<file path="src/rtl/bit_serial_alu.sv">
// Bit-serial ALU: one bit-slice walked across the word, one bit per clock.
// Optional BIT_SERIAL_EARLY_EXIT_EN: SLT finishes as soon as the compare is decided.
module bit_serial_alu #(
  parameter int unsigned WIDTH = 32
) (
  input  logic             clk,
  input  logic             rst_n,
  input  logic             start,
  input  logic [WIDTH-1:0] a,
  input  logic [WIDTH-1:0] b,
  input  logic [2:0]       command,
  output logic             busy,
  output logic             done,
  output logic [WIDTH-1:0] result,
  output logic             carryout,
  output logic             overflow,
  output logic             zero
);

  localparam int unsigned CW = (WIDTH > 1) ? $clog2(WIDTH) : 1;
  localparam logic [CW-1:0] MSB_IDX = CW'(WIDTH - 1);

  typedef enum logic [1:0] {S_IDLE, S_RUN, S_DONE} state_t;
  typedef enum logic [2:0] {
    CMD_ADD  = 3'b000, CMD_SUB = 3'b001, CMD_XOR = 3'b010, CMD_SLT = 3'b011,
    CMD_AND  = 3'b100, CMD_NAND = 3'b101, CMD_NOR = 3'b110, CMD_OR = 3'b111
  } cmd_t;

  state_t           state_q, state_d;
  cmd_t             cmd_q, cmd_d;
  logic [WIDTH-1:0] a_q, a_d, b_q, b_d, work_q, work_d;
  logic [WIDTH-1:0] result_q, result_d;
  logic [CW-1:0]    cnt_q, cnt_d;
  logic             carry_q, carry_d, k_q, k_d, ans_q, ans_d;
  logic             carryout_q, carryout_d, overflow_q, overflow_d, zero_q, zero_d;

  logic abit, bbit, bbit_eff, sum, cout, rbit, last, arith;

  always_comb begin
    state_d    = state_q;
    cmd_d      = cmd_q;
    a_d        = a_q;
    b_d        = b_q;
    work_d     = work_q;
    result_d   = result_q;
    cnt_d      = cnt_q;
    carry_d    = carry_q;
    k_d        = k_q;
    ans_d      = ans_q;
    carryout_d = carryout_q;
    overflow_d = overflow_q;
    zero_d     = zero_q;
    rbit       = 1'b0;
    last       = 1'b0;

    abit     = a_q[cnt_q];
    bbit     = b_q[cnt_q];
    arith    = (cmd_q == CMD_ADD) || (cmd_q == CMD_SUB);
    bbit_eff = (cmd_q == CMD_SUB) ? ~bbit : bbit;
    sum      = abit ^ bbit_eff ^ carry_q;
    cout     = (abit & bbit_eff) | (abit & carry_q) | (bbit_eff & carry_q);

    unique case (state_q)
      S_IDLE: begin
        if (start) begin
          state_d = S_RUN;
          cmd_d   = cmd_t'(command);
          a_d     = a;
          b_d     = b;
          work_d  = '0;
          cnt_d   = (cmd_t'(command) == CMD_SLT) ? MSB_IDX : '0;
          carry_d = (cmd_t'(command) == CMD_SUB);
          k_d     = 1'b1;
          ans_d   = 1'b0;
        end
      end
      S_RUN: begin
        unique case (cmd_q)
          CMD_ADD, CMD_SUB: begin
            rbit    = sum;
            carry_d = cout;
          end
          CMD_XOR:  rbit = abit ^ bbit;
          CMD_AND:  rbit = abit & bbit;
          CMD_NAND: rbit = ~(abit & bbit);
          CMD_NOR:  rbit = ~(abit | bbit);
          CMD_OR:   rbit = abit | bbit;
          CMD_SLT: begin
            // MSB decides by sign (a negative => less); lower bits by magnitude
            if (k_q && (abit != bbit)) begin
              k_d   = 1'b0;
              ans_d = (cnt_q == MSB_IDX) ? abit : bbit;
            end
          end
          default: rbit = 1'b0;
        endcase

        if (cmd_q == CMD_SLT) begin
`ifdef BIT_SERIAL_EARLY_EXIT_EN
          last = (cnt_q == '0) || !k_d;
`else
          last = (cnt_q == '0);
`endif
          if (!last) cnt_d = cnt_q - 1'b1;
        end else begin
          work_d[cnt_q] = rbit;
          last          = (cnt_q == MSB_IDX);
          if (!last) cnt_d = cnt_q + 1'b1;
        end

        if (last) begin
          state_d = S_DONE;
          if (cmd_q == CMD_SLT) begin
            result_d    = '0;
            result_d[0] = ans_d;
          end else begin
            result_d = work_d;
          end
          carryout_d = arith & cout;
          overflow_d = arith & (carry_q ^ cout);
          zero_d     = (result_d == '0);
        end
      end
      S_DONE:  state_d = S_IDLE;
      default: state_d = S_IDLE;
    endcase
  end

  always_ff @(posedge clk or negedge rst_n) begin
    if (!rst_n) begin
      state_q    <= S_IDLE;
      cmd_q      <= CMD_ADD;
      a_q        <= '0;
      b_q        <= '0;
      work_q     <= '0;
      result_q   <= '0;
      cnt_q      <= '0;
      carry_q    <= 1'b0;
      k_q        <= 1'b0;
      ans_q      <= 1'b0;
      carryout_q <= 1'b0;
      overflow_q <= 1'b0;
      zero_q     <= 1'b1;
    end else begin
      state_q    <= state_d;
      cmd_q      <= cmd_d;
      a_q        <= a_d;
      b_q        <= b_d;
      work_q     <= work_d;
      result_q   <= result_d;
      cnt_q      <= cnt_d;
      carry_q    <= carry_d;
      k_q        <= k_d;
      ans_q      <= ans_d;
      carryout_q <= carryout_d;
      overflow_q <= overflow_d;
      zero_q     <= zero_d;
    end
  end

  assign busy     = (state_q == S_RUN);
  assign done     = (state_q == S_DONE);
  assign result   = result_q;
  assign carryout = carryout_q;
  assign overflow = overflow_q;
  assign zero     = zero_q;

endmodule

</file>
<file path="config.mk">
export PLATFORM = sky130hd
export DESIGN_NAME = bit_serial_alu
export DESIGN_NICKNAME = d
export VERILOG_FILES = /design/src/rtl/bit_serial_alu.sv
export SDC_FILE = /design/constraint.sdc
export NUM_CORES = 1
export LEC_CHECK = 0
export CAP_MARGIN = 20
export CORE_MARGIN = 3
export CORE_UTILIZATION = 50
export CTS_CLUSTER_DIAMETER = 100
export DETAILED_ROUTE_END_ITERATION = 6
export PLACE_DENSITY_LB_ADDON = 0.2
export SYNTH_ARGS = -nofsm -noshare
export SYNTH_HDL_FRONTEND = slang
export SYNTH_SLANG_ARGS = --single-unit
</file>
<file path="constraint.sdc">
create_clock -name clk -period 3.9 [get_ports clk]
set_clock_uncertainty 0.05 [all_clocks]
set_input_delay 0.585 -clock clk [delete_from_list [all_inputs] [get_ports clk]]
set_output_delay 0.585 -clock clk [all_outputs]
set_load 0.02 [all_outputs]
</file>
==> flow_summary.json <==
{
  "outcome": "finished with violations",
  "synth_area_leader_cell": "dfrtp_1",
  "path_clk_slew_ns": 0.06,
  "synth-edff-count": 0,
  "critPathKind": "flop to flop",
  "critPathTopFamily": "compound AO/OA/AOI/OAI gates",
  "portBuffers": 106,
  "grt_usage_pct": 27.9,
  "rows": 44,
  "final-setup-viol-count": 16,
  "root_buffer": "clkbuf_16",
  "crit_path_top_delay_cell": "mux4_2",
  "max_stage_delay_ns": 0.53,
  "wl_per_cell_um": 21.7,
  "die_area_mm2": 0.0168,
  "dp.cells": 1019,
  "cp.arrival_ns": 4.46,
  "cts_buffers": 17,
  "cts_tree": "yes",
  "min_path_type": "input port to async pin",
  "worst_slew_pin_slew_ns": 1.00,
  "period_share_pct": 107,
  "critPathBufInv": 2,
  "cts_htree_levels": 4,
  "crit_path_cell_trace": "mux4_2 > and3_4 > o32ai_4 > o211ai_4 > xnor2_2 > fa_1 > nor2b_4 > a311oi_2 > buf_4 > buf_6 > nor2_2 > nor4_2 > o32ai_2 > o31a_1 > o41ai_2",
  "drive_gt1_share_pct": 31.5,
  "ys.flop_type": "dfrtp_1",
  "synth_top_cell_area_share_pct": 47.0,
  "yosysSeqAreaShare_pct": 47.3,
  "final_common_cell": "dfrtp_1",
  "drt-initial-drc-count": 504,
  "cp.required_ns": 4.18,
  "drt_pass1_iterations": 5,
  "antenna_cells": 0,
  "fill_cells": 1100,
  "initial_core_util_pct": 51.8,
  "io_pins": 107,
  "gp_congestion": 0.951,
  "nets": 941,
  "die_w_um": 129,
  "die_y_um": 129,
  "worst_slack_ns": -0.271,
  "vias": 6646,
  "clock_sinks": 144,
  "synth_cell_types": 74,
  "clkLatencyLatePin_ns": 0.44,
  "ys_async_sr_fraction_pct": 100,
  "drc_errors": 0,
  "grt_pass1_wl_mm": 35.9,
  "synth-seq-cells": 144,
  "endpoint_kind": "flop",
  "period_needed_ns": 4.17,
  "violations": "setup timing",
  "core_area_mm2": 0.0147,
  "cts_hold_buf": 0,
  "syn-instance-count": 722,
  "fmax_mhz": 240,
  "layout.cells.most_common_list": "dfrtp_1 (139), clkdlybuf4s50_1 (105), mux2_2 (69)",
  "syn_avg_cell_area_um2": 10.6,
  "syn_nets": 799,
  "finalHoldViolCount": 0,
  "start_kind": "flop",
  "final_max_slew_viol_count": 0,
  "synth_area_leaders": "dfrtp_1 (47%), mux2_2 (10%), o21ai_0 (6.8%)",
  "ant_nets": 0,
  "ys_warn_count": 0,
  "via_per_inst": 6.26,
  "cp_max_fo": 9,
  "vdd_drop_max_mv": 0.690,
  "power.density_mw_per_mm2": 1080,
  "area_delta_synth_final_pct": 36.3,
  "overflow": 0,
  "rsz0062_at_grt": "yes",
  "synthesis.area_mm2": 0.00762,
  "cts_buffer_depth": 2,
  "setup_tns_ns": -0.550,
  "wl_mm": 23.1,
  "cap_violations": 0,
  "hpwl_mm": 15.8,
  "leakagePower_nw": 4.30,
  "antenna_found_initial": 0,
  "max_slew_margin_pct": 33.0,
  "first_global_vias": 6530,
  "final_cell_count_no_fill": 1061,
  "grt_start_max_net_pins": 110
}
[state kept, by name, summed over array words and instances, names as in the netlist, 2 cells and up]
name and cells:
cnt_q 5, state_q 2, b_q 32, work_q 32, result 32, cmd_q 3, a_q 32
[logic make-up (layout without fill, tap and decap cells)]
family,count (synthesis),in the layout,synth area share (%)
buf+inv,75,230,4.37
simple gates,128,128,9.02
flops,144,144,47.3
xor+xnor,5,5,0.575
mux,103,103,15.1
fa+ha+maj,7,7,1.35
compound gates,260,260,22.3
[routing by layer]
metal / up-vias / routed length [um] / share of wire [%] / global-route usage [%]
li1: 3019 / - / - / -
met1: 3312 / 9320 / 40 / 35.8
met2: 264 / 12000 / 52 / 47.6
met3: 51 / 1200 / 5.2 / 4.78
met4: 0 / 578 / 2.5 / 10.3
met5: - / 0 / 0 / 0
[synthesized netlist by cell type, drive strengths merged, types with 8 or more instances]
cell and count:
nor2 28, o21ai 109, mux2 70, mux2i 31
clkbuf 31, a22o 28, a21oi 43, nor3 12
buf 32, dfrtp 143, o32ai 13, nand3 8
inv 11, nand2 31, o31ai 29
[final timing paths]
path / from / to / slack (ns) / cells past startpoint
worst min-delay path: rst_n / result[24] / 0.26 / 1
worst min register to register: result[20] / result[20] / 0.43 / 2
worst max-delay path: cnt_q[1] / zero / -0.27 / 15
max in group asynchronous: rst_n / b_q[27] / 2.68 / 2
worst max register to register: cnt_q[1] / zero / -0.27 / 15
min in group clk: result[20] / result[20] / 0.43 / 2
[what timing repair did]
action | in CTS | in global routing
setup endpoints to repair | 47 | 62
gates resized for setup | 5 | 141
setup buffers | 1 | 8
pin swaps | 0 | 21
gates cloned | 0 | 2
[area by class of cell]
type	count	area [um^2]	share of cell area (%)
multi-input cells	503	4120	39.7
inverters	12	45.0	0.434
flip-flops and latches	144	3610	34.8
repair buffers	186	1810	17.4
clock buffers	18	429	4.13
well taps	184	230	2.22
clock inverters	14	145	1.40
[per-stage QoR]
stage	cell area, um^2	utilization (%)	setup slack, ns	hold slack, ns	power [W]
5_1_grt	10400	70.7	-0.365	0.337	0.0119
4_1_cts	9820	66.8	-0.231	0.297	0.00987
6_report	10400	70.7	-0.271	0.259	0.0113
3_5_place_dp	9210	62.7	-0.335	0.427	0.00816
3_3_place_gp	9210	62.7	-0.121	0.413	0.00803
2_1_floorplan	7630	-	0.0286	0.239	0.00592
[where the power goes]
group / switching [W] / internal, W
Sequential: 0.000510 / 0.00217
Combinational: 0.00375 / 0.00321
Clock: 0.000715 / 0.000898
Total: 0.00498 / 0.00628
(Power assumes the default switching activity.)
